===== config.mk =====
export PLATFORM = sky130hd
export DESIGN_NAME = tt_um_spike_decoder
export DESIGN_NICKNAME = d
export VERILOG_FILES = /design/src/rtl/tt_um_spike_decoder.sv
export SDC_FILE = /design/constraint.sdc
export NUM_CORES = 1
export LEC_CHECK = 0
export ABC_CLOCK_PERIOD_IN_PS = 5800
export CORE_UTILIZATION = 40
export DETAILED_ROUTE_END_ITERATION = 16
export PLACE_DENSITY = 0.67
export SLEW_MARGIN = 20
export SYNTH_ARGS = -nofsm -noshare
export SYNTH_HDL_FRONTEND = slang
export SYNTH_SLANG_ARGS = --single-unit

===== constraint.sdc =====
create_clock -name clk -period 5.8 [get_ports clk]
set_clock_uncertainty 0.1 [all_clocks]
set_input_delay 0.87 -clock clk [delete_from_list [all_inputs] [get_ports clk]]
set_output_delay 0.87 -clock clk [all_outputs]
set_load 0.01 [all_outputs]

===== src/rtl/tt_um_spike_decoder.sv =====
// Spike decoder: turns a single-bit spike level into a windowed spike-rate
// count and the most recent inter-spike interval. Results are offered to an
// off-chip reader through a valid/ack handshake with sticky overrun.
module tt_um_spike_decoder #(
    parameter int WINDOW_LOG2 = 6
) (
    input  logic       clk,
    input  logic       rst_n,   // asynchronous, active-high despite the name
    input  logic [7:0] ui_in,
    output logic [7:0] uo_out,
    input  logic [7:0] uio_in,
    output logic [7:0] uio_out,
    output logic [7:0] uio_oe,
    input  logic       ena
);

    typedef enum logic [1:0] {
        ST_IDLE  = 2'd0,
        ST_ARMED = 2'd1,
        ST_RUN   = 2'd2
    } state_t;

    localparam logic [WINDOW_LOG2-1:0] WIN_LAST = {WINDOW_LOG2{1'b1}};
    localparam logic [5:0]             ISI_MAX  = 6'd63;

    // Input field decode
    logic spike_in;
    logic ack_in;
    logic enable_in;

    assign spike_in  = ui_in[0];
    assign ack_in    = ui_in[1];
    assign enable_in = ui_in[2];

    // Inputs the block does not use, folded so they are visibly consumed
    logic unused_inputs;
    assign unused_inputs = ^{uio_in, ena, ui_in[7:3]};

    // State and datapath registers
    state_t                 state_q,      state_d;
    logic                   s1_q,         s2_q;
    logic [WINDOW_LOG2-1:0] win_cnt_q,    win_cnt_d;
    logic [7:0]             spike_cnt_q,  spike_cnt_d;
    logic [5:0]             isi_cnt_q,    isi_cnt_d;
    logic [7:0]             rate_q,       rate_d;
    logic [5:0]             isi_q,        isi_d;
    logic                   valid_q,      valid_d;
    logic                   overrun_q,    overrun_d;

    // Rising edge of the synchronised spike level
    logic spike_event;
    assign spike_event = s1_q & ~s2_q;

    // Saturating helpers for the two counters
    logic [8:0] spike_sum;
    logic [7:0] spike_sat;
    logic [5:0] isi_sat;
    logic       win_close;

    assign spike_sum = {1'b0, spike_cnt_q} + {8'd0, spike_event};
    assign spike_sat = spike_sum[8] ? 8'hFF : spike_sum[7:0];
    assign isi_sat   = (isi_cnt_q == ISI_MAX) ? ISI_MAX : isi_cnt_q + 6'd1;
    assign win_close = (win_cnt_q == WIN_LAST);

    // Edge-detect pipeline runs regardless of FSM state
    always_ff @(posedge clk or posedge rst_n) begin
        if (rst_n) begin
            s1_q <= 1'b0;
            s2_q <= 1'b0;
        end else begin
            s1_q <= spike_in;
            s2_q <= s1_q;
        end
    end

    // Next-state logic: FSM, window/ISI counters and handshake
    always_comb begin
        state_d     = state_q;
        win_cnt_d   = win_cnt_q;
        spike_cnt_d = spike_cnt_q;
        isi_cnt_d   = isi_cnt_q;
        rate_d      = rate_q;
        isi_d       = isi_q;
        valid_d     = valid_q;
        overrun_d   = overrun_q;

        // Reader acknowledge works in every state; ignored when nothing is pending
        if (ack_in && valid_q) begin
            valid_d   = 1'b0;
            overrun_d = 1'b0;
        end

        if (!enable_in) begin
            // Dropping enable discards the partial window; results hold
            state_d     = ST_IDLE;
            win_cnt_d   = '0;
            spike_cnt_d = 8'd0;
            isi_cnt_d   = 6'd0;
        end else begin
            case (state_q)
                ST_IDLE: begin
                    // Arming edge: counters are already zero, window starts here
                    state_d = ST_ARMED;
                end
                ST_ARMED, ST_RUN: begin
                    win_cnt_d = win_cnt_q + 1'b1;

                    if (win_close) begin
                        // Include this edge's event in the closing window
                        rate_d      = spike_sat;
                        spike_cnt_d = 8'd0;
                        valid_d     = 1'b1;
                        if (valid_q && !ack_in) begin
                            overrun_d = 1'b1;
                        end
                    end else begin
                        spike_cnt_d = spike_sat;
                    end

                    if (spike_event) begin
                        isi_cnt_d = 6'd0;
                        if (state_q == ST_RUN) begin
                            // Two events N edges apart report N
                            isi_d = isi_sat;
                        end else begin
                            // First event only anchors the interval
                            state_d = ST_RUN;
                        end
                    end else begin
                        isi_cnt_d = isi_sat;
                    end
                end
                default: begin
                    state_d = ST_IDLE;
                end
            endcase
        end
    end

    // State register with asynchronous clear
    always_ff @(posedge clk or posedge rst_n) begin
        if (rst_n) begin
            state_q     <= ST_IDLE;
            win_cnt_q   <= '0;
            spike_cnt_q <= 8'd0;
            isi_cnt_q   <= 6'd0;
            rate_q      <= 8'd0;
            isi_q       <= 6'd0;
            valid_q     <= 1'b0;
            overrun_q   <= 1'b0;
        end else begin
            state_q     <= state_d;
            win_cnt_q   <= win_cnt_d;
            spike_cnt_q <= spike_cnt_d;
            isi_cnt_q   <= isi_cnt_d;
            rate_q      <= rate_d;
            isi_q       <= isi_d;
            valid_q     <= valid_d;
            overrun_q   <= overrun_d;
        end
    end

    assign uo_out  = rate_q;
    assign uio_out = {valid_q, overrun_q, isi_q};

    // Bidirectional pins are always driven as outputs
    genvar gi;
    generate
        for (gi = 0; gi < 8; gi++) begin : g_oe
            assign uio_oe[gi] = 1'b1;
        end
    endgenerate

endmodule


==> impl_results.md <==
- Area growth from synthesis to layout: 15.2%
- Utilization after layout: 0.488
- # nets final: 257
- Net Sw Frac: 0.283
- Initial core utilization: 0.423
- # DRC: 0
- Internal: 432 µW
- Max VDD drop: 96.4 µV
- H-tree Lvls: 2
- Resized cells post-CTS: 0
- Synth Instances: 211
- Worst setup path startpoint: ui_in[2]
- Vias in the first global route: 1367
- Rows: 25
- Vias per cell: 5.01
- Cts bufs inserted: 5
- Full die area: 5380 µm²
- TritonCTS clock tree: yes
- Post-CTS setup buffers: 0
- Clock latency on the worst-skew pair: 0.30 ns
- WL/cell: 12.0 µm
- Power per cell area: 257 nW/µm²
- Fmax: 380 MHz
- Antenna diode count: 0
- Critical path's top delay family: simple AND/OR/NAND/NOR gates
- Flop pwr share: 0.510
- Number of synthesized register bits: 40
- Die Height: 73.4 µm
- Sw Pwr: 170 µW
- Via count: 1502
- Synth Flop Type: dfrtp_1
- Seq/Total Area, Yosys: 0.491
- RSZ-0062 raised after global routing: false
- 1st-iter DRT viols: 123
- YS warnings: 0
- Minimum clock period after layout: 2.63 ns
- Post-route non-filler standard cell count: 300
- Layout cells sized above 1: 0.0815
- Worst setup margin: 3.17 ns
- Largest net degree at the start of global routing: 41
- Post-synth cell types: 45
- Worst Setup End Kind: register
- Crit path required time: 5.92 ns
- Critical R2R Launch: state_q[0]
- Overflow left after global routing: 0
- Setup CP Type: in2reg
- Syn_area_per_cell: 9.66 µm²
- Crit-path max cell delay: 0.84 ns
- Fin crit share: 0.454
- # Max-Cap Violations: 0
- Die width: 73.4 µm
- Routed Antenna Nets: 0
- CTS hold repair buffers: 0
- Crit-path max FO: 16
- Status: completed
- Drt pass-1 iters: 4
- Initial antenna violation count: 0
- CP bufs+invs: 1
- Max-slew headroom: 0.357
- Comb pwr share: 0.170
- Tot GR Track Use: 0.150
- Total core area: 4820 µm²
- Pin slew with the least headroom to its limit: 0.963 ns
- Clk root buf: clkbuf_8
- Post-Route WL: 3590 µm
- Hold wc startpoint: s1_q
- Worst path arrival time: 2.75 ns
- Min-delay worst type: reg2reg
- # port buffers: 20
- Setup TNS: 0 ns
- Max Root-Sink Buffers: 2
- Post-synth EDFFs: 0
- Placed cell count: 292
- Slowest cell on crit path: nor2b_1
- Asr flop ratio synth: 1.00
- Clock group share of total power: 0.320
- Hold Vio Cnt, Final: 0
- Place WS: 2.88 ns
- Final Total Pwr: 603 µW
- Mapped Area: 2040 µm²
- Startpoint Class: primary input
- Count of final setup violators: 0
- DP Wirelength: 2450 µm
- Worst-path clk slew: 0.08 ns
- Slew Viols, Final: 0
- RD Place Congestion: 0.773
- CTS sink count: 40
- I/O Pins: 43
- Cells along the critical path: clkdlybuf4s50_1, nor2b_1, a21oi_1, o22ai_1
- Leak: 1.05 nW
- First-pass GRT wire length: 6070 µm
-- metrics by stage --
step	instance area [µm²]	hold slack [ns]
finish	2350	0.288
global route	2350	0.306
CTS	2350	0.292
detailed placement	2260	0.276
global placement	2260	0.267
floorplan	2060	0.255
-- placed cells by master (no fill, tap or decap), types with 5 or more instances in the layout --
cell | netlist | layout
o21ai_1 | 17 | 17
o21ai_0 | 7 | 7
nand3_1 | 5 | 5
ha_1 | 6 | 6
nand2_1 | 27 | 27
conb_1 | 1 | 8
inv_1 | 6 | 6
and2_1 | 5 | 5
nor2b_1 | 5 | 5
a21o_1 | 5 | 5
clkbuf_8 | 0 | 6
dfrtp_1 | 40 | 40
a21oi_1 | 13 | 13
clkdlybuf4s50_1 | 0 | 20
nor2_1 | 13 | 13
-- power by group through the flow --
stage	sequential, mW	clock (mW)	combinational, mW
2_1_floorplan	0.314	0	0.0748
3_3_place_gp	0.312	0	0.102
3_5_place_dp	0.313	0	0.103
4_1_cts	0.308	0.199	0.104
5_1_grt	0.310	0.211	0.116
6_report	0.307	0.193	0.102
-- cells by family (layout without fill, tap and decap cells) --
kind of cell	count (synthesis)	in the layout	share of synthesized area
simple gates	80	80	0.215
fa+ha+maj	6	6	0.0368
buf+inv	22	37	0.0638
xor+xnor	4	4	0.0172
other cells	1	8	0.00184
mux	3	3	0.0147
compound gates	55	55	0.159
flops	40	40	0.491
-- state kept, by name, summed over array words and instances (netlist names), named ones only --
name and cells:
s1_q 1, win_cnt_q 6, isi_cnt_q 6, state_q 2
isi_q 6, spike_cnt_q 8, uo_out 8, s2_q 1
valid_q 1
-- path summary, 6_finish.rpt --
path                       slack (ns)             end  depth (start not counted)
setup / recovery                 3.17  spike_cnt_q[2]                          4
hold / removal                   0.29            s2_q                          0
setup reg to reg                 3.64  spike_cnt_q[2]                          5
hold reg to reg                  0.29            s2_q                          0
max in group asynchronous        4.37            s2_q                          3
min in group asynchronous        0.89    win_cnt_q[3]                          3
-- synth_stat cells (all sizes together) (2+ instances only) --
library cell / count / share of area
dfrtp: 40 / 0.49
nand2: 29 / 0.056
o21ai: 24 / 0.059
a21oi: 13 / 0.032
buf: 13 / 0.047
nor2: 13 / 0.024
inv: 8 / 0.015
nand3: 7 / 0.022
ha: 6 / 0.037
a21o: 5 / 0.018
and2: 5 / 0.015
nor2b: 5 / 0.015
nand4: 4 / 0.020
a31oi: 3 / 0.0092
and3: 3 / 0.0092
mux2i: 3 / 0.015
nor3: 3 / 0.0098
or3: 3 / 0.0092
xnor2: 3 / 0.013
a2bb2oi: 2 / 0.0086
and4: 2 / 0.0098
o22a: 2 / 0.0086
o31ai: 2 / 0.0074
-- cell type report --
cell class | instances | area, µm²
inverter | 8 | 30.0
clock inverter | 2 | 10.0
multi-input combinational | 156 | 933
tap | 67 | 83.8
sequential | 40 | 1000
clock buffer | 6 | 82.6
timing repair buffer | 21 | 208
fill | 478 | 2470
-- layer usage --
layer  global-route usage  wire [µm]  vias up
met5                    0          0        -
met4               0.0705         67        0
met3               0.0412        141        7
met2                0.225       1650       32
met1                0.201       1730      700
li1                     -          -      763
Power figures use the tool's default switching activity.
